### config.mk
export PLATFORM = sky130hd
export DESIGN_NAME = pipelined_adder
export DESIGN_NICKNAME = d
export VERILOG_FILES = /design/src/rtl/flynn_arith_pkg.sv /design/src/rtl/adder_chunk.sv /design/src/rtl/pipelined_adder.sv
export SDC_FILE = /design/constraint.sdc
export NUM_CORES = 1
export LEC_CHECK = 0
export CORE_MARGIN = 1.5
export CORE_UTILIZATION = 45
export DETAILED_ROUTE_END_ITERATION = 8
export PLACE_DENSITY_LB_ADDON = 0.05
export SLEW_MARGIN = 20
export SYNTH_ARGS = -nofsm -noshare
export SYNTH_HDL_FRONTEND = slang
export SYNTH_HIERARCHICAL = 1
export SYNTH_SLANG_ARGS = --single-unit
export TNS_END_PERCENT = 30
### constraint.sdc
create_clock -name i_clk -period 10 [get_ports i_clk]
set_clock_uncertainty 0.2 [all_clocks]
set_input_delay 1 -clock i_clk [delete_from_list [all_inputs] [get_ports i_clk]]
set_output_delay 1 -clock i_clk [all_outputs]
set_load 0.005 [all_outputs]
### src/rtl/flynn_arith_pkg.sv
// Shared helpers for the pipelined arithmetic blocks: configuration legality
// check and chunk-width derivation used by pipelined_adder.
package flynn_arith_pkg;

    function automatic bit width_ok(input int width, input int stages);
        return (stages >= 1) && (stages <= width) && ((width % stages) == 0);
    endfunction

    function automatic int chunk_width(input int width, input int stages);
        return (stages > 0) ? (width / stages) : width;
    endfunction

endpackage

### src/rtl/adder_chunk.sv
// Stateless CHUNK-bit ripple-carry adder built from full_adder cells; one
// instance per pipeline stage of pipelined_adder.
module full_adder (
    input  logic a,
    input  logic b,
    input  logic cin,
    output logic sum,
    output logic cout
);
    assign sum  = a ^ b ^ cin;
    assign cout = (a & b) | (cin & (a ^ b));
endmodule

module adder_chunk #(
    parameter int W = 8
) (
    input  logic [W-1:0] a,
    input  logic [W-1:0] b,
    input  logic         cin,
    output logic [W-1:0] sum,
    output logic         cout
);
    logic [W:0] c;

    assign c[0] = cin;

    for (genvar i = 0; i < W; i++) begin : g_fa
        full_adder u_fa (
            .a   (a[i]),
            .b   (b[i]),
            .cin (c[i]),
            .sum (sum[i]),
            .cout(c[i+1])
        );
    end

    assign cout = c[W];
endmodule

### src/rtl/pipelined_adder.sv
// WIDTH-bit adder split into STAGES ripple chunks with a registered carry per
// stage and valid/ready flow control. Define PIPELINED_ADDER_OVERFLOW_EN to add o_overflow.
module pipelined_adder
    import flynn_arith_pkg::*;
#(
    parameter int WIDTH  = 32,
    parameter int STAGES = 4
) (
    input  logic             i_clk,
    input  logic             i_rst_n,
    input  logic [WIDTH-1:0] i_a,
    input  logic [WIDTH-1:0] i_b,
    input  logic             i_carry,
    input  logic             i_valid,
    output logic             o_ready,
    output logic [WIDTH-1:0] o_sum,
    output logic             o_carry,
    output logic             o_valid,
`ifdef PIPELINED_ADDER_OVERFLOW_EN
    output logic             o_overflow,
`endif
    input  logic             i_ready
);
    localparam int CHUNK = chunk_width(WIDTH, STAGES);

    if (!width_ok(WIDTH, STAGES)) begin : g_bad_cfg
        $error("pipelined_adder: WIDTH must be a positive multiple of STAGES");
    end

    logic             adv;
    logic [WIDTH-1:0] a_p   [STAGES];
    logic [WIDTH-1:0] b_p   [STAGES];
    logic [WIDTH-1:0] sum_p [STAGES];
    logic             cy_p  [STAGES];
    logic             vld_p [STAGES];

    logic [WIDTH-1:0] a_in   [STAGES];
    logic [WIDTH-1:0] b_in   [STAGES];
    logic [WIDTH-1:0] sum_in [STAGES];
    logic             cin    [STAGES];
    logic             vld_in [STAGES];
    logic [CHUNK-1:0] s_k    [STAGES];
    logic             co_k   [STAGES];

    assign adv     = !vld_p[STAGES-1] || i_ready;
    assign o_ready = adv;

    // Operands shift down one chunk per stage (skew); finished sum chunks enter
    // from the top and shift down so the full sum is aligned at the last stage.
    for (genvar k = 0; k < STAGES; k++) begin : g_stage
        if (k == 0) begin : g_head
            // Bubbles are zeroed on entry so idle output data reads as zero.
            assign a_in[k]   = i_valid ? i_a : '0;
            assign b_in[k]   = i_valid ? i_b : '0;
            assign sum_in[k] = '0;
            assign cin[k]    = i_valid & i_carry;
            assign vld_in[k] = i_valid;
        end else begin : g_body
            assign a_in[k]   = a_p[k-1];
            assign b_in[k]   = b_p[k-1];
            assign sum_in[k] = sum_p[k-1];
            assign cin[k]    = cy_p[k-1];
            assign vld_in[k] = vld_p[k-1];
        end

        adder_chunk #(.W(CHUNK)) u_chunk (
            .a   (a_in[k][CHUNK-1:0]),
            .b   (b_in[k][CHUNK-1:0]),
            .cin (cin[k]),
            .sum (s_k[k]),
            .cout(co_k[k])
        );
    end

    always_ff @(posedge i_clk or negedge i_rst_n) begin
        if (!i_rst_n) begin
            for (int k = 0; k < STAGES; k++) begin
                a_p[k]   <= '0;
                b_p[k]   <= '0;
                sum_p[k] <= '0;
                cy_p[k]  <= 1'b0;
                vld_p[k] <= 1'b0;
            end
        end else if (adv) begin
            for (int k = 0; k < STAGES; k++) begin
                a_p[k]   <= a_in[k] >> CHUNK;
                b_p[k]   <= b_in[k] >> CHUNK;
                sum_p[k] <= (sum_in[k] >> CHUNK) | (WIDTH'(s_k[k]) << (WIDTH - CHUNK));
                cy_p[k]  <= co_k[k];
                vld_p[k] <= vld_in[k];
            end
        end
    end

    assign o_sum   = sum_p[STAGES-1];
    assign o_carry = cy_p[STAGES-1];
    assign o_valid = vld_p[STAGES-1];

`ifdef PIPELINED_ADDER_OVERFLOW_EN
    logic ov_in;
    logic ov_p;

    // Carry into the MSB is recovered from the MSB sum bit and its operands.
    assign ov_in = a_in[STAGES-1][CHUNK-1] ^ b_in[STAGES-1][CHUNK-1]
                 ^ s_k[STAGES-1][CHUNK-1] ^ co_k[STAGES-1];

    always_ff @(posedge i_clk or negedge i_rst_n) begin
        if (!i_rst_n) begin
            ov_p <= 1'b0;
        end else if (adv) begin
            ov_p <= ov_in;
        end
    end

    assign o_overflow = ov_p;
`endif

endmodule

# Yosys cells after proc, flatten, opt, wreduce, memory -nomap -nowiden
# Index checks and enable logic that the tools add are counted.
dict set report totals {
  reg_bits 208
  romBits 0
  word_cells 186
  memories 0
  in_bits 69
  ram_bits 0
  latch_bits 0
}
dict set report op_classes {
  add_sub_neg 0
  multipliers 0
  reduce_logical 2
  div 0
  order_cmp 0
  bitwise_logic 164
  shifts 0
  n_mux 2
  eq_ne 0
}
# operator n
set op_table {}
lappend op_table {{24-bit by 32-bit bitwise OR with 32-bit output} 3}
lappend op_table {{1-bit bitwise AND} 65}
lappend op_table {{32-bit two-way mux} 2}
lappend op_table {{1-bit XOR} 64}
lappend op_table {{1-bit bitwise OR} 32}
lappend op_table {{1-bit zero test} 1}
lappend op_table {{1-bit logical OR} 1}

# Depth between registers and ports, before layout
# Gate-level depths: netlist (run 1).
dict set report logic_depth {
  word_depth 18
  depth_mapped 12
  mapped_depth_nobuf 10
}

# Cells and area by module
# The synthesis (run 1) kept the hierarchy.
# module seq_area_each_um2 n_inst area_per_inst_um2 cells_per_inst
set by_module_without_submodules {}
lappend by_module_without_submodules {pipelined_adder 4604.4 1 7475.9 520}
lappend by_module_without_submodules {full_adder 0.0 32 20.0 1}

# Worst setup path after synthesis (run 1)
# No wires, ideal clock.
dict set report synth_timing {
  path_type {input -> register}
  startpoint {input i_valid}
  endpoint {register sum_p (netlist bit sum_in[95])}
  t_arrival_ns 4.832
  path_buffers 2
  path_stages 12
  required_ns 9.672
  path_slack_ns 4.840
  cell_sequence {buf_2 > clkbuf_1 > and2_1 > fa_1 > fa_1 > fa_1 > fa_1 > fa_1 > fa_1 > fa_1 > fa_1 > mux2_1}
}
# element line
set synth_rtl {}
lappend synth_rtl {{start, declared} pipelined_adder.sv:14} ;# input logic i_valid,
lappend synth_rtl {{end signal, assigned by index} pipelined_adder.sv:88} ;# sum_p[k] <= (sum_in[k] >> CHUNK) | (WIDTH'(s_k[k]) << (WIDTH - CHUNK));
lappend synth_rtl {{end, declared} pipelined_adder.sv:33} ;# logic [WIDTH-1:0] sum_p [STAGES];

==> report_table.html, run 1 <==
<table>
<tr><th>Metric</th><th>Value</th></tr>
<tr><th colspan="2">Layout</th></tr>
<tr><td>Share of post-route cells with drive strength above 1</td><td>12.9%</td></tr>
<tr><td>Area delta synth-&gt;final</td><td>20.2%</td></tr>
<tr><td>Final standard cell count with taps included and fillers excluded</td><td>878</td></tr>
<tr><td>Nets</td><td>743</td></tr>
<tr><td>Fin util</td><td>55.8%</td></tr>
<tr><th colspan="2">Place</th></tr>
<tr><td>Placer congestion estimate</td><td>between 0.7 and 0.8</td></tr>
<tr><td>Number of placed instances, taps included</td><td>848</td></tr>
<tr><td>Estimated wirelength of the detail-placed design</td><td>9.07 mm</td></tr>
<tr><td>Count of input and output buffers</td><td>103</td></tr>
<tr><th colspan="2">Logic synthesis</th></tr>
<tr><td>Warning count from the yosys run</td><td>6</td></tr>
<tr><td>Total nets after synthesis</td><td>653</td></tr>
<tr><td>Post-synthesis instance total</td><td>552</td></tr>
<tr><td>Area of the mapped netlist</td><td>8120 sq um</td></tr>
<tr><td>Count of state elements after synthesis</td><td>184</td></tr>
<tr><td>Number of library cell types mapped by synthesis</td><td>16</td></tr>
<tr><td>Proportion of synthesized chip area in sequential cells</td><td>56.7%</td></tr>
<tr><td>Mean instance size in the synthesized netlist</td><td>~15 sq um</td></tr>
<tr><th colspan="2">Floorplan</th></tr>
<tr><td>Die X</td><td>137 um</td></tr>
<tr><td>Number of primary I/O pins</td><td>104</td></tr>
<tr><td>Core Region</td><td>17500 sq um</td></tr>
<tr><td>Effective utilization at floorplan</td><td>46.4%</td></tr>
<tr><td>Die outline area</td><td>roughly 19000 sq um</td></tr>
<tr><td>Die H</td><td>137 um</td></tr>
<tr><td>Number of placement rows</td><td>48</td></tr>
<tr><th colspan="2">Global route</th></tr>
<tr><td>Maximum number of pins on one net before global-route repair</td><td>103</td></tr>
<tr><td>Initial antenna violation count</td><td>1</td></tr>
<tr><td>GRT Residual Overflow</td><td>0</td></tr>
<tr><td>First-pass GRT wire length</td><td>24.6 mm</td></tr>
<tr><td>Number of global-route vias before repair</td><td>4716</td></tr>
<tr><td>GR Util All Layers</td><td>17.1%</td></tr>
<tr><th colspan="2">STA</th></tr>
<tr><td>Final cycle utilization of the critical path</td><td>50.2%</td></tr>
<tr><td>Accumulated negative setup slack</td><td>0 ns</td></tr>
<tr><td>Tightest hold margin</td><td>0.258 ns</td></tr>
<tr><td>Final number of hold-violating endpoints</td><td>0</td></tr>
<tr><td>Rel. slew slack</td><td>between 30 and 40%</td></tr>
<tr><td>Worst slew pin tran</td><td>between 1 and 1.5 ns</td></tr>
<tr><td>Final min period</td><td>5.02 ns</td></tr>
<tr><td>Total setup violations reported at the end of the flow</td><td>0</td></tr>
<tr><td>Highest achievable clock rate</td><td>0.199 GHz</td></tr>
<tr><td>Setup repair after global routing missed its margin</td><td>false</td></tr>
<tr><td>Count of pins over their slew limit</td><td>0</td></tr>
<tr><th colspan="2">Worst setup path</th></tr>
<tr><td>Setup crit start kind</td><td>input port</td></tr>
<tr><td>Required time reported for the critical path endpoint</td><td>roughly 10 ns</td></tr>
<tr><td>Cell family with the largest share of critical-path delay</td><td>adder cells</td></tr>
<tr><td>Cell mode on critical path</td><td>sky130_fd_sc_hd__fa_1</td></tr>
<tr><td>Capturing element type of the critical path</td><td>flip-flop</td></tr>
<tr><td>Delay contributed by the slowest stage of the critical path</td><td>0.45 ns</td></tr>
<tr><td>Worst path bufs/invs</td><td>1</td></tr>
<tr><td>Path type of the worst setup path</td><td>input port to flip-flop</td></tr>
<tr><td>Launch point of the worst path</td><td>i_a[0]</td></tr>
<tr><td>Worst-path fanout max</td><td>1</td></tr>
<tr><td>Data arrival, critical path</td><td>just over 5 ns</td></tr>
<tr><td>Cells along the critical path</td><td>clkdlybuf4s50_1 &gt; and2_1 &gt; fa_1 &gt; fa_1 &gt; fa_1 &gt; fa_1 &gt; fa_1 &gt; fa_1 &gt; fa_1 &gt; fa_1 &gt; mux2_1</td></tr>
<tr><td>Beginning of the worst register-to-register path</td><td>a_in[0]</td></tr>
<tr><td>Library cell contributing the largest single delay on the critical path</td><td>sky130_fd_sc_hd__fa_1</td></tr>
<tr><th colspan="2">Clock network</th></tr>
<tr><td>Hold buffer count at CTS</td><td>0</td></tr>
<tr><td>TritonCTS clock tree</td><td>yes</td></tr>
<tr><td>Maximum level of the CTS H-tree</td><td>4</td></tr>
<tr><td>TritonCTS Buffers</td><td>17</td></tr>
<tr><td>Root Buffer Master</td><td>sky130_fd_sc_hd__clkbuf_16</td></tr>
<tr><td>Clock sink count</td><td>184</td></tr>
<tr><td>Count of instances resized after the clock tree is built</td><td>0</td></tr>
<tr><td>Post-CTS setup buffers</td><td>0</td></tr>
<tr><td>Clock-pin transition on the worst setup and hold timing paths</td><td>0.06 ns</td></tr>
<tr><td>Clock Latency Late Sink</td><td>0.43 ns</td></tr>
<tr><td>Maximum count of clock buffers along a single path</td><td>2</td></tr>
<tr><th colspan="2">Routing</th></tr>
<tr><td>Total Wirelength</td><td>about 15 mm</td></tr>
<tr><td>Via density per instance</td><td>approximately 5</td></tr>
<tr><td>Number of nets with antenna violations after routing</td><td>0</td></tr>
<tr><td>DRC Markers</td><td>0</td></tr>
<tr><td>Detailed-route via count</td><td>around 4400</td></tr>
<tr><td>Wire length per cell</td><td>between 15 and 20 um</td></tr>
<tr><td>First drt pass iteration count</td><td>4</td></tr>
<tr><td>DRC violation total after the first TritonRoute iteration</td><td>around 120</td></tr>
<tr><th colspan="2">Worst hold path</th></tr>
<tr><td>Worst hold path type</td><td>flip-flop to flip-flop</td></tr>
<tr><td>Start point of the worst min-delay path</td><td>vld_in[0]</td></tr>
<tr><th colspan="2">Power and ir drop</th></tr>
<tr><td>Static leakage power</td><td>between 4 and 5 nW</td></tr>
<tr><td>Total power of the final layout</td><td>0.00261 W</td></tr>
<tr><td>Worst vdd ir</td><td>roughly 0.16 mV</td></tr>
<tr><td>Total power divided by cell area</td><td>268 nW/um^2</td></tr>
<tr><th colspan="2">Outcome</th></tr>
<tr><td>Run status</td><td>completed</td></tr>
<tr><th colspan="2">Job</th></tr>
<tr><td>Max-cap violation count</td><td>0</td></tr>
</table>
[layer usage]
layer / GRT usage, % / wire length, um / part of all wire, % / vias up
met5: 0 / 0 / 0 / -
met4: 5.56 / 197 / 1.3 / 0
met3: 4.45 / 593 / 4.0 / 16
met2: 25.6 / 6760 / 46 / 78
met1: 24.4 / 7190 / 49 / 2254
li1: - / - / - / 2069
[cell type report]
cell class                 count  area, sq um
antenna                        2         5.00
timing repair buffer         108         1070
tap                          225          282
sequential                   184         4610
inverter                       1         6.26
multi-input combinational    330         3260
clock buffer                  23          458
fill                        1422         7720
clock inverter                 5         75.1
[worst register-to-register path, stage by stage (launching register included)]
cell	delay, ns
sky130_fd_sc_hd__dfrtp_1	0.40
sky130_fd_sc_hd__fa_1	0.45
sky130_fd_sc_hd__fa_1	0.42
sky130_fd_sc_hd__fa_1	0.40
sky130_fd_sc_hd__fa_1	0.43
sky130_fd_sc_hd__fa_1	0.41
sky130_fd_sc_hd__fa_1	0.41
sky130_fd_sc_hd__fa_1	0.41
sky130_fd_sc_hd__fa_1	0.44
sky130_fd_sc_hd__mux2_1	0.29
[kinds of logic after synthesis]
family / synth area share, %
AOI/OAI and AO/OA: 2.96
adders and majority gates: 7.89
DFF: 56.7
buffers and inverters: 3.25
and+or+nand+nor: 8.12
muxes: 21.0
[through the flow]
step | setup slack, ns | instance area [sq um]
floorplan | 4.84 | 8120
global placement | 4.59 | 9210
detailed placement | 4.53 | 9210
CTS | 4.97 | 9740
global route | 4.89 | 9750
finish | 4.98 | 9750
[Yosys cell counts]
cell type                  instances  area share, %
sky130_fd_sc_hd__dfrtp_1         184             57
sky130_fd_sc_hd__mux2_1           85             12
sky130_fd_sc_hd__mux2_4           50            9.2
sky130_fd_sc_hd__nand2_1          48            2.2
sky130_fd_sc_hd__nand3b_1         48            4.4
sky130_fd_sc_hd__o21ai_1          48            3.0
sky130_fd_sc_hd__fa_1             32            7.9
sky130_fd_sc_hd__and2_1           17            1.3
sky130_fd_sc_hd__clkbuf_1         17           0.79
sky130_fd_sc_hd__buf_6            15            2.1
sky130_fd_sc_hd__buf_1             2          0.093
sky130_fd_sc_hd__buf_2             2           0.12
sky130_fd_sc_hd__buf_4             1          0.093
sky130_fd_sc_hd__inv_4             1          0.077
sky130_fd_sc_hd__nand2b_1          1          0.077
sky130_fd_sc_hd__nor2b_1           1          0.077
[path summary, 6_finish.rpt]
check / to / slack (ns) / depth (start not counted)
worst max-delay path: sum_in[95] / 4.98 / 11
worst min-delay path: o_valid / 0.26 / 1
worst max register to register: o_sum[31] / 5.63 / 9
worst min register to register: o_valid / 0.26 / 1
max in group asynchronous: sum_in[50] / 7.86 / 2
min in group asynchronous: sum_in[9] / 0.46 / 1
[cell usage in the layout (no fill, tap or decap), drive strengths merged, types with 2 or more instances in the layout]
| master | Yosys | layout |
|---|---|---|
| clkdlybuf4s50 | 0 | 100 |
| clkbuf | 17 | 24 |
| diode | 0 | 2 |
| dfrtp | 184 | 184 |
| nand2 | 48 | 48 |
| buf | 20 | 7 |
| nand3b | 48 | 48 |
| o21ai | 48 | 48 |
| bufinv | 0 | 2 |
| clkinv | 0 | 3 |
| mux2 | 135 | 135 |
| fa | 32 | 32 |
| and2 | 17 | 17 |
[power breakdown]
| part | internal, W | leakage, nW | total (W) | switching, W |
|---|---|---|---|---|
| registers | 0.00103 | 2.32 | 0.00122 | 0.000194 |
| clock network | 0.000368 | 0.263 | 0.000628 | 0.000260 |
| logic | 0.000476 | 1.84 | 0.000757 | 0.000281 |
| total | 0.00187 | 4.43 | 0.00261 | 0.000735 |
[registers in the layout, indices dropped and copies added, names as in the netlist]
register  flops
b_in         48
vld_in        3
o_carry       1
cin           3
o_sum        32
sum_in       48
o_valid       1
a_in         48
Power figures use the tool's default switching activity.
==> inputs of run 2 (changes only) <==
Clock period 10 ns to 5.1 ns, I/O delays scaled along.
==> run 2 against run 1 <==
  * The run now ends with negative hold slack left
  * Routed wire length is 0.29% lower
  * Hold slack worse by 0.28 ns
  * Cell count is 0.34% higher
  * Design area is 0.47% higher
  * Clock power is 110% higher
  * Count of clock-buffer cells in the layout stayed put
  * Power is 98% higher
  * Critical path type unchanged
  * Highest routed layer unchanged
==> report_table.html, run 2 (same netlist as run 1, synthesis figures left out) <==
<table>
<tr><th>Metric</th><th>Value</th></tr>
<tr><th colspan="2">Outcome</th></tr>
<tr><td>Run status</td><td>complete, but fails checks (was completed)</td></tr>
<tr><td>Violations in the final reports</td><td>negative hold slack</td></tr>
<tr><th colspan="2">Layout</th></tr>
<tr><td>Filler instances</td><td>1464 (was 1422)</td></tr>
<tr><td>Area of the multi-input gates</td><td>3260 sq um (unchanged)</td></tr>
<tr><td>Area delta synth-&gt;final</td><td>20.7% (was 20.2%)</td></tr>
<tr><td>Commonest non-fill, non-tap cell in the layout</td><td>sky130_fd_sc_hd__dfrtp_1 (unchanged)</td></tr>
<tr><td>Cell area after layout</td><td>9800 sq um (was 9750 sq um)</td></tr>
<tr><td>Fin util</td><td>56.1% (was 55.8%)</td></tr>
<tr><td>Share of post-route cells with drive strength above 1</td><td>13.7% (was 12.9%)</td></tr>
<tr><td>Nets</td><td>744 (was 743)</td></tr>
<tr><td>Highest-count cells in the layout ignoring fill and taps</td><td>sky130_fd_sc_hd__dfrtp_1, sky130_fd_sc_hd__clkdlybuf4s50_1, sky130_fd_sc_hd__mux2_1 (unchanged)</td></tr>
<tr><td>Area of all sequential standard cells</td><td>4610 sq um (unchanged)</td></tr>
<tr><th colspan="2">STA</th></tr>
<tr><td>Final min period</td><td>between 4 and 5 ns</td></tr>
<tr><td>Setup repair after global routing missed its margin</td><td>false (unchanged)</td></tr>
<tr><td>Highest achievable clock rate</td><td>between 0.2 and 0.25 GHz</td></tr>
<tr><td>Count of pins over their slew limit</td><td>0 (unchanged)</td></tr>
<tr><td>Accumulated negative setup slack</td><td>0 ns (unchanged)</td></tr>
<tr><td>Rel. slew slack</td><td>42.6% (was 33.0%)</td></tr>
<tr><td>Final number of hold-violating endpoints</td><td>26 (was 0)</td></tr>
<tr><td>Total setup violations reported at the end of the flow</td><td>0 (unchanged)</td></tr>
<tr><td>Final cycle utilization of the critical path</td><td>approximately nine tenths</td></tr>
<tr><td>Worst slew pin tran</td><td>0.861 ns (was 1.01 ns)</td></tr>
<tr><td>Tightest hold margin</td><td>-0.0201 ns (was 0.258 ns)</td></tr>
<tr><th colspan="2">Job</th></tr>
<tr><td>Max-cap violation count</td><td>0 (unchanged)</td></tr>
<tr><th colspan="2">Routing</th></tr>
<tr><td>Total Wirelength</td><td>14.7 mm (about the same)</td></tr>
<tr><td>Detailed-route via count</td><td>4436 (was 4417)</td></tr>
<tr><td>Number of nets with antenna violations after routing</td><td>0 (unchanged)</td></tr>
<tr><td>Wire length per cell</td><td>16.7 um (was 16.8 um)</td></tr>
<tr><td>DRC violation total after the first TritonRoute iteration</td><td>165 (was 115)</td></tr>
<tr><td>Via density per instance</td><td>5.04 (was 5.03)</td></tr>
<tr><td>DRC Markers</td><td>0 (unchanged)</td></tr>
<tr><td>First drt pass iteration count</td><td>4 (unchanged)</td></tr>
<tr><th colspan="2">Worst setup path</th></tr>
<tr><td>Reg2Reg Setup Slack</td><td>0.74 ns (was 5.63 ns)</td></tr>
<tr><td>Setup crit start kind</td><td>input port (unchanged)</td></tr>
<tr><td>Capturing element type of the critical path</td><td>flip-flop (unchanged)</td></tr>
<tr><td>Data arrival, critical path</td><td>4.63 ns (was 5.12 ns)</td></tr>
<tr><td>Worst-path fanout max</td><td>1 (unchanged)</td></tr>
<tr><td>Required time reported for the critical path endpoint</td><td>5.20 ns (was 10.10 ns)</td></tr>
<tr><td>Path type of the worst setup path</td><td>input port to flip-flop (unchanged)</td></tr>
<tr><th colspan="2">Place</th></tr>
<tr><td>Placement Cell Area</td><td>9220 sq um (was 9210 sq um)</td></tr>
<tr><td>Estimated wirelength of the detail-placed design</td><td>9.11 mm (was 9.07 mm)</td></tr>
<tr><td>Placer congestion estimate</td><td>0.736 (was 0.715)</td></tr>
<tr><td>Count of input and output buffers</td><td>103 (unchanged)</td></tr>
<tr><th colspan="2">Global route</th></tr>
<tr><td>Initial antenna violation count</td><td>1 (unchanged)</td></tr>
<tr><td>First-pass GRT wire length</td><td>25.0 mm (was 24.6 mm)</td></tr>
<tr><td>Maximum number of pins on one net before global-route repair</td><td>106 (was 103)</td></tr>
<tr><td>GR Util All Layers</td><td>17.3% (was 17.1%)</td></tr>
<tr><td>Number of global-route vias before repair</td><td>4786 (was 4716)</td></tr>
<tr><td>GRT Residual Overflow</td><td>0 (unchanged)</td></tr>
<tr><th colspan="2">Power and ir drop</th></tr>
<tr><td>Static leakage power</td><td>4.45 nW (was 4.43 nW)</td></tr>
<tr><td>Total power divided by cell area</td><td>527 nW/um^2 (was 268 nW/um^2)</td></tr>
<tr><td>Total power of the final layout</td><td>0.00517 W (was 0.00261 W)</td></tr>
<tr><td>Worst vdd ir</td><td>0.261 mV (was 0.162 mV)</td></tr>
<tr><th colspan="2">Floorplan</th></tr>
<tr><td>Die outline area</td><td>18900 sq um (unchanged)</td></tr>
<tr><td>Number of primary I/O pins</td><td>104 (unchanged)</td></tr>
<tr><td>Die H</td><td>137 um (unchanged)</td></tr>
<tr><td>Number of placement rows</td><td>48 (unchanged)</td></tr>
<tr><td>Die X</td><td>137 um (unchanged)</td></tr>
<tr><td>Effective utilization at floorplan</td><td>46.4% (unchanged)</td></tr>
<tr><td>Core Region</td><td>17500 sq um (unchanged)</td></tr>
<tr><th colspan="2">Clock network</th></tr>
<tr><td>Hold buffer count at CTS</td><td>0 (unchanged)</td></tr>
<tr><td>Clock-pin transition on the worst setup and hold timing paths</td><td>0.06 ns (about the same)</td></tr>
<tr><td>Maximum level of the CTS H-tree</td><td>4 (unchanged)</td></tr>
<tr><td>Maximum count of clock buffers along a single path</td><td>2 (unchanged)</td></tr>
<tr><td>Clock Latency Late Sink</td><td>0.42 ns (was 0.43 ns)</td></tr>
<tr><td>Post-CTS setup buffers</td><td>0 (unchanged)</td></tr>
<tr><td>Root Buffer Master</td><td>sky130_fd_sc_hd__clkbuf_16 (unchanged)</td></tr>
<tr><td>Clock sink count</td><td>184 (unchanged)</td></tr>
<tr><td>TritonCTS clock tree</td><td>yes (unchanged)</td></tr>
<tr><td>TritonCTS Buffers</td><td>17 (unchanged)</td></tr>
<tr><td>Count of instances resized after the clock tree is built</td><td>0 (unchanged)</td></tr>
<tr><th colspan="2">Worst hold path</th></tr>
<tr><td>Worst hold path type</td><td>input port to asynchronous set/reset pin (was flip-flop to flip-flop)</td></tr>
</table>
-- run 2: per-layer routing --
layer | wire, um | up-vias | global-route usage [%]
met5 | 0 | - | 0
met4 | 233 | 0 | 6.55
met3 | 509 | 16 | 3.61
met2 | 6760 | 76 | 25.8
met1 | 7190 | 2273 | 25.0
li1 | - | 2071 | -
-- run 2: critical path: stages --
cell and delay (ns):
sky130_fd_sc_hd__clkdlybuf4s50_1 0.39, sky130_fd_sc_hd__and2_1 0.17, sky130_fd_sc_hd__fa_1 0.45, sky130_fd_sc_hd__fa_1 0.40
sky130_fd_sc_hd__fa_1 0.40, sky130_fd_sc_hd__fa_1 0.40, sky130_fd_sc_hd__fa_1 0.39, sky130_fd_sc_hd__fa_1 0.41
sky130_fd_sc_hd__fa_1 0.40, sky130_fd_sc_hd__fa_1 0.43, sky130_fd_sc_hd__mux2_1 0.30
-- run 2: power breakdown --
| part | switching, W | internal [W] |
|---|---|---|
| sequential | 0.000315 | 0.00202 |
| combinational | 0.000613 | 0.000935 |
| clock | 0.000529 | 0.000756 |
-- run 2: stage by stage --
stage / worst slack (ns) / std cells
6_report: 0.567 / 881
5_1_grt: 0.440 / 880
4_1_cts: 0.568 / 880
3_5_place_dp: 0.141 / 849
3_3_place_gp: 0.165 / 849
2_1_floorplan: 0.430 / 552
-- run 2: worst paths after layout --
kind / startpoint / endpoint / depth (start not counted)
max in group asynchronous: i_rst_n / o_valid / 2
min reg2reg: vld_in[0] / o_valid / 1
min: i_rst_n / o_sum[1] / 1
max reg2reg: a_in[0] / o_sum[31] / 9
max: i_a[0] / sum_in[95] / 11
min in group i_clk: vld_in[0] / o_valid / 1
-- run 2: layout make-up --
| type | instances | area share [%] |
|---|---|---|
| sequential | 184 | 47.0 |
| clock inverter | 8 | 0.983 |
| tap | 225 | 2.87 |
| inverter | 1 | 0.0638 |
| timing repair buffer | 109 | 11.0 |
| clock buffer | 23 | 4.88 |
| antenna | 1 | 0.0255 |
| multi-input combinational | 330 | 33.2 |
==> inputs of run 3 (changes only) <==
Settings changed: CTS_CLUSTER_SIZE from default to 10.
==> results of run 3 <==
The final DEF is identical to that of run 2; final timing and power are the same.
